$ cat config.mk
export PLATFORM = sky130hd
export DESIGN_NAME = manual_drive_ctrl_gen2
export DESIGN_NICKNAME = d
export VERILOG_FILES = /design/src/rtl/manual_drive_ctrl_gen2.sv
export SDC_FILE = /design/constraint.sdc
export NUM_CORES = 1
export LEC_CHECK = 0
export BUFFER_PORTS_ARGS = -buffer_cell sky130_fd_sc_hd__buf_2
export CAP_MARGIN = 25
export CELL_PAD_IN_SITES_DETAIL_PLACEMENT = 0
export CELL_PAD_IN_SITES_GLOBAL_PLACEMENT = 1
export CORE_MARGIN = 2
export CORE_UTILIZATION = 40
export CTS_CLUSTER_SIZE = 25
export DETAILED_ROUTE_END_ITERATION = 8
export PLACE_DENSITY_LB_ADDON = 0.12
export SKIP_CTS_REPAIR_TIMING = 1
export SYNTH_ARGS = -nofsm -noshare
export SYNTH_HDL_FRONTEND = slang
export SYNTH_SLANG_ARGS = --single-unit
export TNS_END_PERCENT = 20
$ cat constraint.sdc
create_clock -name clk -period 7.1 [get_ports clk]
set_input_delay 0.71 -clock clk [delete_from_list [all_inputs] [get_ports clk]]
set_output_delay 0.71 -clock clk [all_outputs]
set_load 0.005 [all_outputs]
$ cat src/rtl/manual_drive_ctrl_gen2.sv
// Second-generation manual-transmission driving controller: power/start FSM,
// clutch-gated gearbox, tick-based speed and mileage, and blinking turn lamps.
module manual_drive_ctrl_gen2 #(
  parameter int NUM_GEARS  = 4,
  parameter int SPEED_W    = 8,
  parameter int GEAR_STEP  = 16,
  parameter int MILE_W     = 16,
  parameter int PWR_HOLD   = 100_000_000,
  parameter int BLINK_HALF = 50_000_000,
  parameter int ACC_DIV    = 1_000_000
) (
  input  logic               clk,
  input  logic               rst,
  input  logic               power_btn,
  input  logic               throttle,
  input  logic               clutch,
  input  logic               brake,
  input  logic               reverse,
  input  logic               gear_up,
  input  logic               gear_down,
  input  logic               turn_left,
  input  logic               turn_right,
  output logic [3:0]         state,
  output logic               power_on,
  output logic [3:0]         motion,
  output logic [2:0]         gear,
  output logic [SPEED_W-1:0] speed,
  output logic [MILE_W-1:0]  mileage,
  output logic               lamp_l,
  output logic               lamp_r
);

  typedef enum logic [3:0] {
    ST_UNSTARTED = 4'b0001,
    ST_STARTING  = 4'b0010,
    ST_MOVING    = 4'b0100,
    ST_POWER_OFF = 4'b1000
  } state_t;

  localparam int TICK_W  = (ACC_DIV > 1) ? $clog2(ACC_DIV) : 1;
  localparam int HOLD_W  = $clog2(PWR_HOLD + 1);
  localparam int BLINK_W = (BLINK_HALF > 1) ? $clog2(BLINK_HALF) : 1;

  localparam logic [TICK_W-1:0]  TICK_LAST  = TICK_W'(ACC_DIV - 1);
  localparam logic [TICK_W-1:0]  TICK_ONE   = TICK_W'(1);
  localparam logic [HOLD_W-1:0]  HOLD_LAST  = HOLD_W'(PWR_HOLD - 1);
  localparam logic [HOLD_W-1:0]  HOLD_ONE   = HOLD_W'(1);
  localparam logic [BLINK_W-1:0] BLINK_LAST = BLINK_W'(BLINK_HALF - 1);
  localparam logic [BLINK_W-1:0] BLINK_ONE  = BLINK_W'(1);
  localparam logic [2:0]         GEAR_MAX   = 3'(NUM_GEARS);
  localparam logic [31:0]        SPEED_MAX  = 32'((64'd1 << SPEED_W) - 64'd1);
  localparam logic [SPEED_W-1:0] SPD_ONE    = SPEED_W'(1);
  localparam logic [SPEED_W-1:0] SPD_BRAKE  = SPEED_W'(4);

  state_t              state_r;
  state_t              next_state_s;
  logic                power_on_r;
  logic                btn_d_r;
  logic [HOLD_W-1:0]   hold_cnt_r;
  logic [TICK_W-1:0]   tick_cnt_r;
  logic [2:0]          gear_r;
  logic [SPEED_W-1:0]  speed_r;
  logic [MILE_W-1:0]   mileage_r;
  logic                rev_latch_r;
  logic [BLINK_W-1:0]  blink_cnt_r;
  logic                blink_dark_r;
  logic                pwr_rise_s;
  logic                hold_fire_s;
  logic                tick_s;
  logic                gear_ok_s;
  logic                blink_act_s;
  logic [31:0]         ceil_prod_s;
  logic [SPEED_W-1:0]  ceiling_s;
  logic [SPEED_W-1:0]  speed_next_s;
  logic [3:0]          motion_s;

  assign pwr_rise_s  = power_btn & ~btn_d_r;
  assign hold_fire_s = power_btn && (state_r != ST_POWER_OFF) && (hold_cnt_r == HOLD_LAST);
  assign tick_s      = (tick_cnt_r == TICK_LAST);
  assign gear_ok_s   = clutch && (gear_up ^ gear_down) &&
                       ((state_r == ST_STARTING) || (state_r == ST_MOVING));
  assign blink_act_s = (state_r != ST_POWER_OFF) && (turn_left || turn_right);

  // State register
  always_ff @(posedge clk) begin
    if (rst) state_r <= ST_POWER_OFF;
    else     state_r <= next_state_s;
  end

  // Next-state logic; the long-press power-off outranks every drive transition
  always_comb begin
    next_state_s = state_r;
    if (state_r == ST_POWER_OFF) begin
      if (pwr_rise_s) next_state_s = ST_UNSTARTED;
      else            next_state_s = ST_POWER_OFF;
    end else if (hold_fire_s) begin
      next_state_s = ST_POWER_OFF;
    end else begin
      case (state_r)
        ST_UNSTARTED: begin
          if (throttle && !clutch && !brake)     next_state_s = ST_POWER_OFF;
          else if (throttle && clutch && !brake) next_state_s = ST_STARTING;
          else                                   next_state_s = ST_UNSTARTED;
        end
        ST_STARTING: begin
          if (brake)                   next_state_s = ST_UNSTARTED;
          else if (!clutch && throttle) next_state_s = ST_MOVING;
          else                         next_state_s = ST_STARTING;
        end
        ST_MOVING: begin
          if (brake && speed_r == '0)                   next_state_s = ST_UNSTARTED;
          else if (!clutch && (reverse != rev_latch_r)) next_state_s = ST_POWER_OFF;
          else if (clutch)                              next_state_s = ST_STARTING;
          else if (!throttle && speed_r == '0)          next_state_s = ST_STARTING;
          else                                          next_state_s = ST_MOVING;
        end
        default: next_state_s = ST_POWER_OFF;
      endcase
    end
  end

  // Power button edge detect, long-press counter and registered power flag
  always_ff @(posedge clk) begin
    if (rst) begin
      btn_d_r    <= 1'b0;
      hold_cnt_r <= '0;
      power_on_r <= 1'b0;
    end else begin
      btn_d_r    <= power_btn;
      power_on_r <= (next_state_s != ST_POWER_OFF);
      if ((state_r == ST_POWER_OFF) || !power_btn || hold_fire_s) hold_cnt_r <= '0;
      else                                                        hold_cnt_r <= hold_cnt_r + HOLD_ONE;
    end
  end

  // Per-tick speed update; a downshift above the new ceiling bleeds off one step per tick
  always_comb begin
    ceil_prod_s = 32'(gear_r) * 32'(GEAR_STEP);
    if (ceil_prod_s > SPEED_MAX) ceiling_s = SPEED_MAX[SPEED_W-1:0];
    else                         ceiling_s = ceil_prod_s[SPEED_W-1:0];
    speed_next_s = speed_r;
    if ((state_r == ST_MOVING) && throttle && !clutch && !brake) begin
      if (speed_r > ceiling_s)      speed_next_s = speed_r - SPD_ONE;
      else if (speed_r < ceiling_s) speed_next_s = speed_r + SPD_ONE;
      else                          speed_next_s = speed_r;
    end else if (brake) begin
      if (speed_r >= SPD_BRAKE) speed_next_s = speed_r - SPD_BRAKE;
      else                      speed_next_s = '0;
    end else if (speed_r != '0) begin
      speed_next_s = speed_r - SPD_ONE;
    end else begin
      speed_next_s = '0;
    end
  end

  // Tick divider, gearbox, speed, mileage and reverse latch
  always_ff @(posedge clk) begin
    if (rst) begin
      tick_cnt_r  <= '0;
      gear_r      <= 3'd1;
      speed_r     <= '0;
      mileage_r   <= '0;
      rev_latch_r <= 1'b0;
    end else begin
      tick_cnt_r <= tick_s ? '0 : tick_cnt_r + TICK_ONE;
      if (next_state_s == ST_POWER_OFF)                      gear_r <= 3'd1;
      else if (gear_ok_s && gear_up && (gear_r < GEAR_MAX))  gear_r <= gear_r + 3'd1;
      else if (gear_ok_s && gear_down && (gear_r > 3'd1))    gear_r <= gear_r - 3'd1;
      if ((next_state_s == ST_POWER_OFF) || (next_state_s == ST_UNSTARTED)) speed_r <= '0;
      else if (tick_s)                                                      speed_r <= speed_next_s;
      if (tick_s) mileage_r <= mileage_r + MILE_W'(speed_r);
      if ((state_r == ST_STARTING) && !brake && !clutch) rev_latch_r <= reverse;
    end
  end

  // Shared blink phase so both lamps flash together in hazard mode
  always_ff @(posedge clk) begin
    if (rst || !blink_act_s) begin
      blink_cnt_r  <= '0;
      blink_dark_r <= 1'b0;
    end else if (blink_cnt_r == BLINK_LAST) begin
      blink_cnt_r  <= '0;
      blink_dark_r <= ~blink_dark_r;
    end else begin
      blink_cnt_r  <= blink_cnt_r + BLINK_ONE;
    end
  end

  // Motion decode: only MOVING drives the chassis
  always_comb begin
    motion_s = 4'b0000;
    if (state_r == ST_MOVING) begin
      motion_s[0] = ~rev_latch_r & (speed_r != '0);
      motion_s[1] =  rev_latch_r & (speed_r != '0);
      motion_s[2] = turn_right & ~turn_left;
      motion_s[3] = turn_left & ~turn_right;
    end else begin
      motion_s = 4'b0000;
    end
  end

  assign state    = state_r;
  assign power_on = power_on_r;
  assign gear     = gear_r;
  assign speed    = speed_r;
  assign mileage  = mileage_r;
  assign motion   = motion_s;
  assign lamp_l   = power_on_r & turn_left  & ~blink_dark_r;
  assign lamp_r   = power_on_r & turn_right & ~blink_dark_r;

endmodule

After elaboration in Yosys (flattened, before gate mapping) --
Index checks and enable logic that the tools add are counted.
Storage, ports and cells: register bits 108, output and inout bits 38, word-level logic and storage cells 115, bits of input ports 11
Cells by class: equality and inequality tests 13, reductions and logical operators 41, muxes and demuxes 21, $lt $le $gt $ge 5, bitwise gates (word level) 15, add/sub/neg operators 9
Operators by type and width (number):
- 8-bit 2-to-1 mux | 6
- 4-bit 2-to-1 mux | 7
- 27-bit by 1-bit adder with 27-bit output (second input constant) | 1
- 27-bit == test (second input constant) | 1
- 26-bit by 1-bit adder with 26-bit output (second input constant) | 1
- 26-bit == test (second input constant) | 1
- 1-bit logical AND | 21
- 20-bit by 1-bit adder with 20-bit output (second input constant) | 1
- 20-bit == test (second input constant) | 1
- 3-bit 2-to-1 mux | 6
- 16-bit by 8-bit adder with 16-bit output | 1
- 4-bit one-hot mux with 3 select lines | 1
- 2-bit OR reduction | 5
- 1-bit bitwise AND | 9
- 8-bit by 1-bit adder with 8-bit output (second input constant) | 1
- 4-bit by 1-bit == test with 1-bit output (second input constant) | 2
- 4-bit == test (second input constant) | 2
- 8-bit by 3-bit greater-or-equal comparator with 1-bit output (second input constant) | 1
- 8-bit by 7-bit greater-than comparator with 1-bit output | 1
- 8-bit zero test | 1
- 8-bit by 7-bit < comparator with 1-bit output | 1
- 4-bit != test (second input constant) | 2
- 8-bit nonzero test | 1
- 8-bit by 1-bit subtractor with 8-bit output (second input constant) | 1
- 16 further kinds | 29

Depth between registers and ports, before layout --
depth after elaboration 12, gate-level depth with buffers 9, mapped depth without buffers 9

Worst setup path after synthesis --
No wires, ideal clock.
kind flip-flop to flip-flop, start point register speed_r[0], in the netlist speed[0], end point register mileage_r[14], in the netlist mileage[14], arrival 2255 ps, stages on the path, launching flop included 10, setup slack 4710 ps, buffers on the path 0, data required time 6965 ps, period minus slack after synthesis 2390 ps, setup time 135 ps, path through dfxtp_1 > ha_1 > inv_1 > fa_1 > nor2b_1 > o211ai_1 > a21boi_0 > o21ai_0 > o311ai_0 > o41ai_1
On the way: cells in the longest elaborated chain, start to end 1
RTL lines:
- start: declaration | line 62 | logic [SPEED_W-1:0] speed_r;
- start signal: assignment | line 170 | else if (tick_s) speed_r <= speed_next_s;
- 16-bit by 8-bit adder with 16-bit output | line 171 | if (tick_s) mileage_r <= mileage_r + MILE_W'(speed_r);
- end signal: assignment | line 171
- end: declaration | line 63 | logic [MILE_W-1:0] mileage_r;
Every way passes these cells. A chain may end at the register's enable or synchronous reset.

Worst setup path in the final report --
start point register speed_r[2], in the netlist speed[2], end point output port motion[1]
On the way: cells in the longest elaborated chain, start to end 3
RTL lines:
- 8-bit nonzero test | line 194 | motion_s[1] = rev_latch_r & (speed_r != '0);
- 1-bit bitwise AND | line 194
- 4-bit 2-to-1 mux | line 192 | if (state_r == ST_MOVING) begin
- end: declaration | line 25 | output logic [3:0] motion,
Every way passes these cells.

==> impl_metrics.ini <==
[grt]
grt_pass1_wl_um = 23900
grt_pass1_vias = 4949
grt_antenna_before_repair = 0
grt_overflow = 0
grt_max_degree = 28
grt_usage_pct = 18.3

[final_layout]
drive_above_1_share_pct = 10.5
final_cells = 937
final_cell_mix = 118 x nor2_1, 108 x dfxtp_1, 56 x nand2_1, 49 x buf_2, 43 x xnor2_1
diodes = 0
design_area_mm2 = 0.00656
final_common_cell = nor2_1
syn2layout_area_growth_pct = 11.4
finalNetCount = 784
utilization_pct = 45.3

[floorplan]
rows = 44
core_area_mm2 = 0.0145
start_util_pct = 40.7
die_area_mm2 = 0.0157
die_h_um = 125
die_x_um = 125
ios = 49

[cts]
clockRootBuffer = clkbuf_16
cts_sinks = 108
tritoncts = built
clkLatencyLatePin_ns = 0.35
clock_path_buffers = 2
cts_buffers = 9
clk_transition_reported_paths_ns = 0.07
ctsHtreeMaxLevel = 3

[route]
vias_per_cell = 5.39
routedWlPerCell_um = 15.0
drt-pass1-iter-count = 4
antenna_left = 0
drtIter0Drc = 205
num_vias = 5055
route.detailed.drc = 0
drt-total-wl_um = 14100

[sta]
fin_tns_setup_ns = 0
skew_ns = 0.00559
tightest_slew_ns = 0.756
slew-limit-headroom_pct = 49.4
finalHoldViolCount = 0
period_needed_ns = 3.06
fmax_mhz = 327
finalCritPeriodShare_pct = 43.1
rsz0062_at_grt = false
drv_slew = 0
setup_viol = 0

[place]
place_inst = 920
place_area_mm2 = 0.00625
dp_hpwl_um = 10200
routabilityCongestion = 0.869
port_buffers = 48

[status]
outcome = finished clean

[yosys]
syn_avg_cell_area_um2 = 8.30
synth_warnings = 0
syn-num-nets = 746
synth_area_mm2 = 0.00589
yosysUniqueCellTypes = 66
netlist_instances = 710
synthTopCellsByArea = dfxtp_1 37%, nor2_1 7.5%, xnor2_1 6.4%, xor2_1 5.9%, ha_1 5.1%
synthArstFlopShare_pct = 0
ys_ff_latch = 108
synth_largest_area_cell = dfxtp_1
synth_edf_count = 0
synth_flop_cell = dfxtp_1
ys_seq_area_share_pct = 36.7
synth_top_area_share_pct = 36.7

[setup_path]
r2r-end = mileage[14]$_SDFFE_PP0P_
max_stage_delay_ns = 0.60
startpoint = speed[2]$_SDFFE_PP0P_
critical_path_depth = 6
startpoint_type = flop
r2r-start = speed[0]$_SDFFE_PP0P_
cp-endpoint = motion[1]
critPathBufInv = 2
cpLargestDelayFamily = simple AND/OR/NAND/NOR gates
r2r_cells = 9
critPathSlowestCell = dfxtp_1
critPathCaptureType = primary output
path_max_fanout = 11
crit_chain = inv_1, ha_1, and3b_1, and3_1, nor3b_1, buf_2
critPathArrivalTime_ns = 2.35
critPathKind = reg -> out
reg2reg_slack_ns = 4.28
crit_required_ns = 6.39

[power]
p_leak_nw = 2.38
max-vdd-ir-drop_mv = 0.158
total_power_mw = 1.16
p_per_area_mw_per_mm2 = 177

[min_path]
min_delay_path_depth = 1
hold_path.class = reg -> reg

[flow_run]
max_cap_violations = 0
==> where the power goes <==
group          switching, mW  internal, mW  leakage, nW
Sequential           0.00395         0.609        0.871
Combinational         0.0232        0.0119         1.36
Clock                  0.239         0.278        0.145
==> sequential cells by signal, summed over array words and instances, names as in the netlist <==
signal,cells
speed,8
hold_cnt_r,27
gear,3
power_on,1
btn_d_r,1
blink_cnt_r,26
rev_latch_r,1
state,4
mileage,16
tick_cnt_r,20
blink_dark_r,1
==> Yosys cell counts (4+ instances only) <==
master,count
nor3_1,18
nand2_1,56
and4_1,9
buf_2,8
o21ai_0,15
nand4_1,16
nand4b_1,5
o21a_1,5
xnor2_1,43
nor3b_1,8
xor2_1,40
clkbuf_1,11
a31oi_1,8
nand2b_1,4
o211ai_1,8
nor2b_1,5
nand3_1,38
nor4_1,10
ha_1,24
or2_2,5
nor2_1,118
or3_1,5
a21oi_1,21
dfxtp_1,108
and2_1,5
mux2i_1,5
and3_1,19
inv_1,27
a211oi_1,8
or4_1,4
==> kinds of logic after synthesis <==
kind of cell | share of synthesized area [%]
and+or+nand+nor | 29.6
DFF | 36.7
AOI/OAI and AO/OA | 11.4
xor gates and xnor gates | 12.3
buffers and inverters | 3.76
adders and majority gates | 5.44
muxes | 0.849
==> final cells by class <==
| type | instances | area, um2 |
|---|---|---|
| tap | 184 | 230 |
| inverter | 27 | 101 |
| fill | 1459 | 7920 |
| sequential | 108 | 2160 |
| multi-input combinational | 552 | 3510 |
| timing repair buffer | 50 | 260 |
| clock inverter | 6 | 71.3 |
| clock buffer | 10 | 229 |
==> worst min-delay path by stage <==
stage	slack, ns	to	from
3_3_place_gp	0.42	hold_cnt_r[0]$_SDFF_PP0_	hold_cnt_r[0]$_SDFF_PP0_
2_1_floorplan	0.41	hold_cnt_r[0]$_SDFF_PP0_	hold_cnt_r[0]$_SDFF_PP0_
3_5_place_dp	0.43	hold_cnt_r[0]$_SDFF_PP0_	hold_cnt_r[0]$_SDFF_PP0_
4_1_cts	0.44	hold_cnt_r[0]$_SDFF_PP0_	hold_cnt_r[0]$_SDFF_PP0_
6_report	0.44	hold_cnt_r[0]$_SDFF_PP0_	hold_cnt_r[0]$_SDFF_PP0_
5_1_grt	0.47	hold_cnt_r[0]$_SDFF_PP0_	hold_cnt_r[0]$_SDFF_PP0_
==> through the flow <==
stage               setup WS (ns)  hold slack (ns)
global route                 3.92            0.473
CTS                          4.05            0.443
detailed placement           4.27            0.432
global placement             4.40            0.422
finish                       4.04            0.440
floorplan                    4.71            0.413
==> layer usage <==
layer  vias up  share of wire [%]  wire length [um]  GRT usage [%]
met2        86                 46              6530           30.3
met1      2379                 48              6700           23.3
met4         0                2.3               330           6.34
li1       2562                  -                 -              -
met5         -                  0                 0              0
met3        28                3.7               517           4.49
Power figures use the tool's default switching activity.
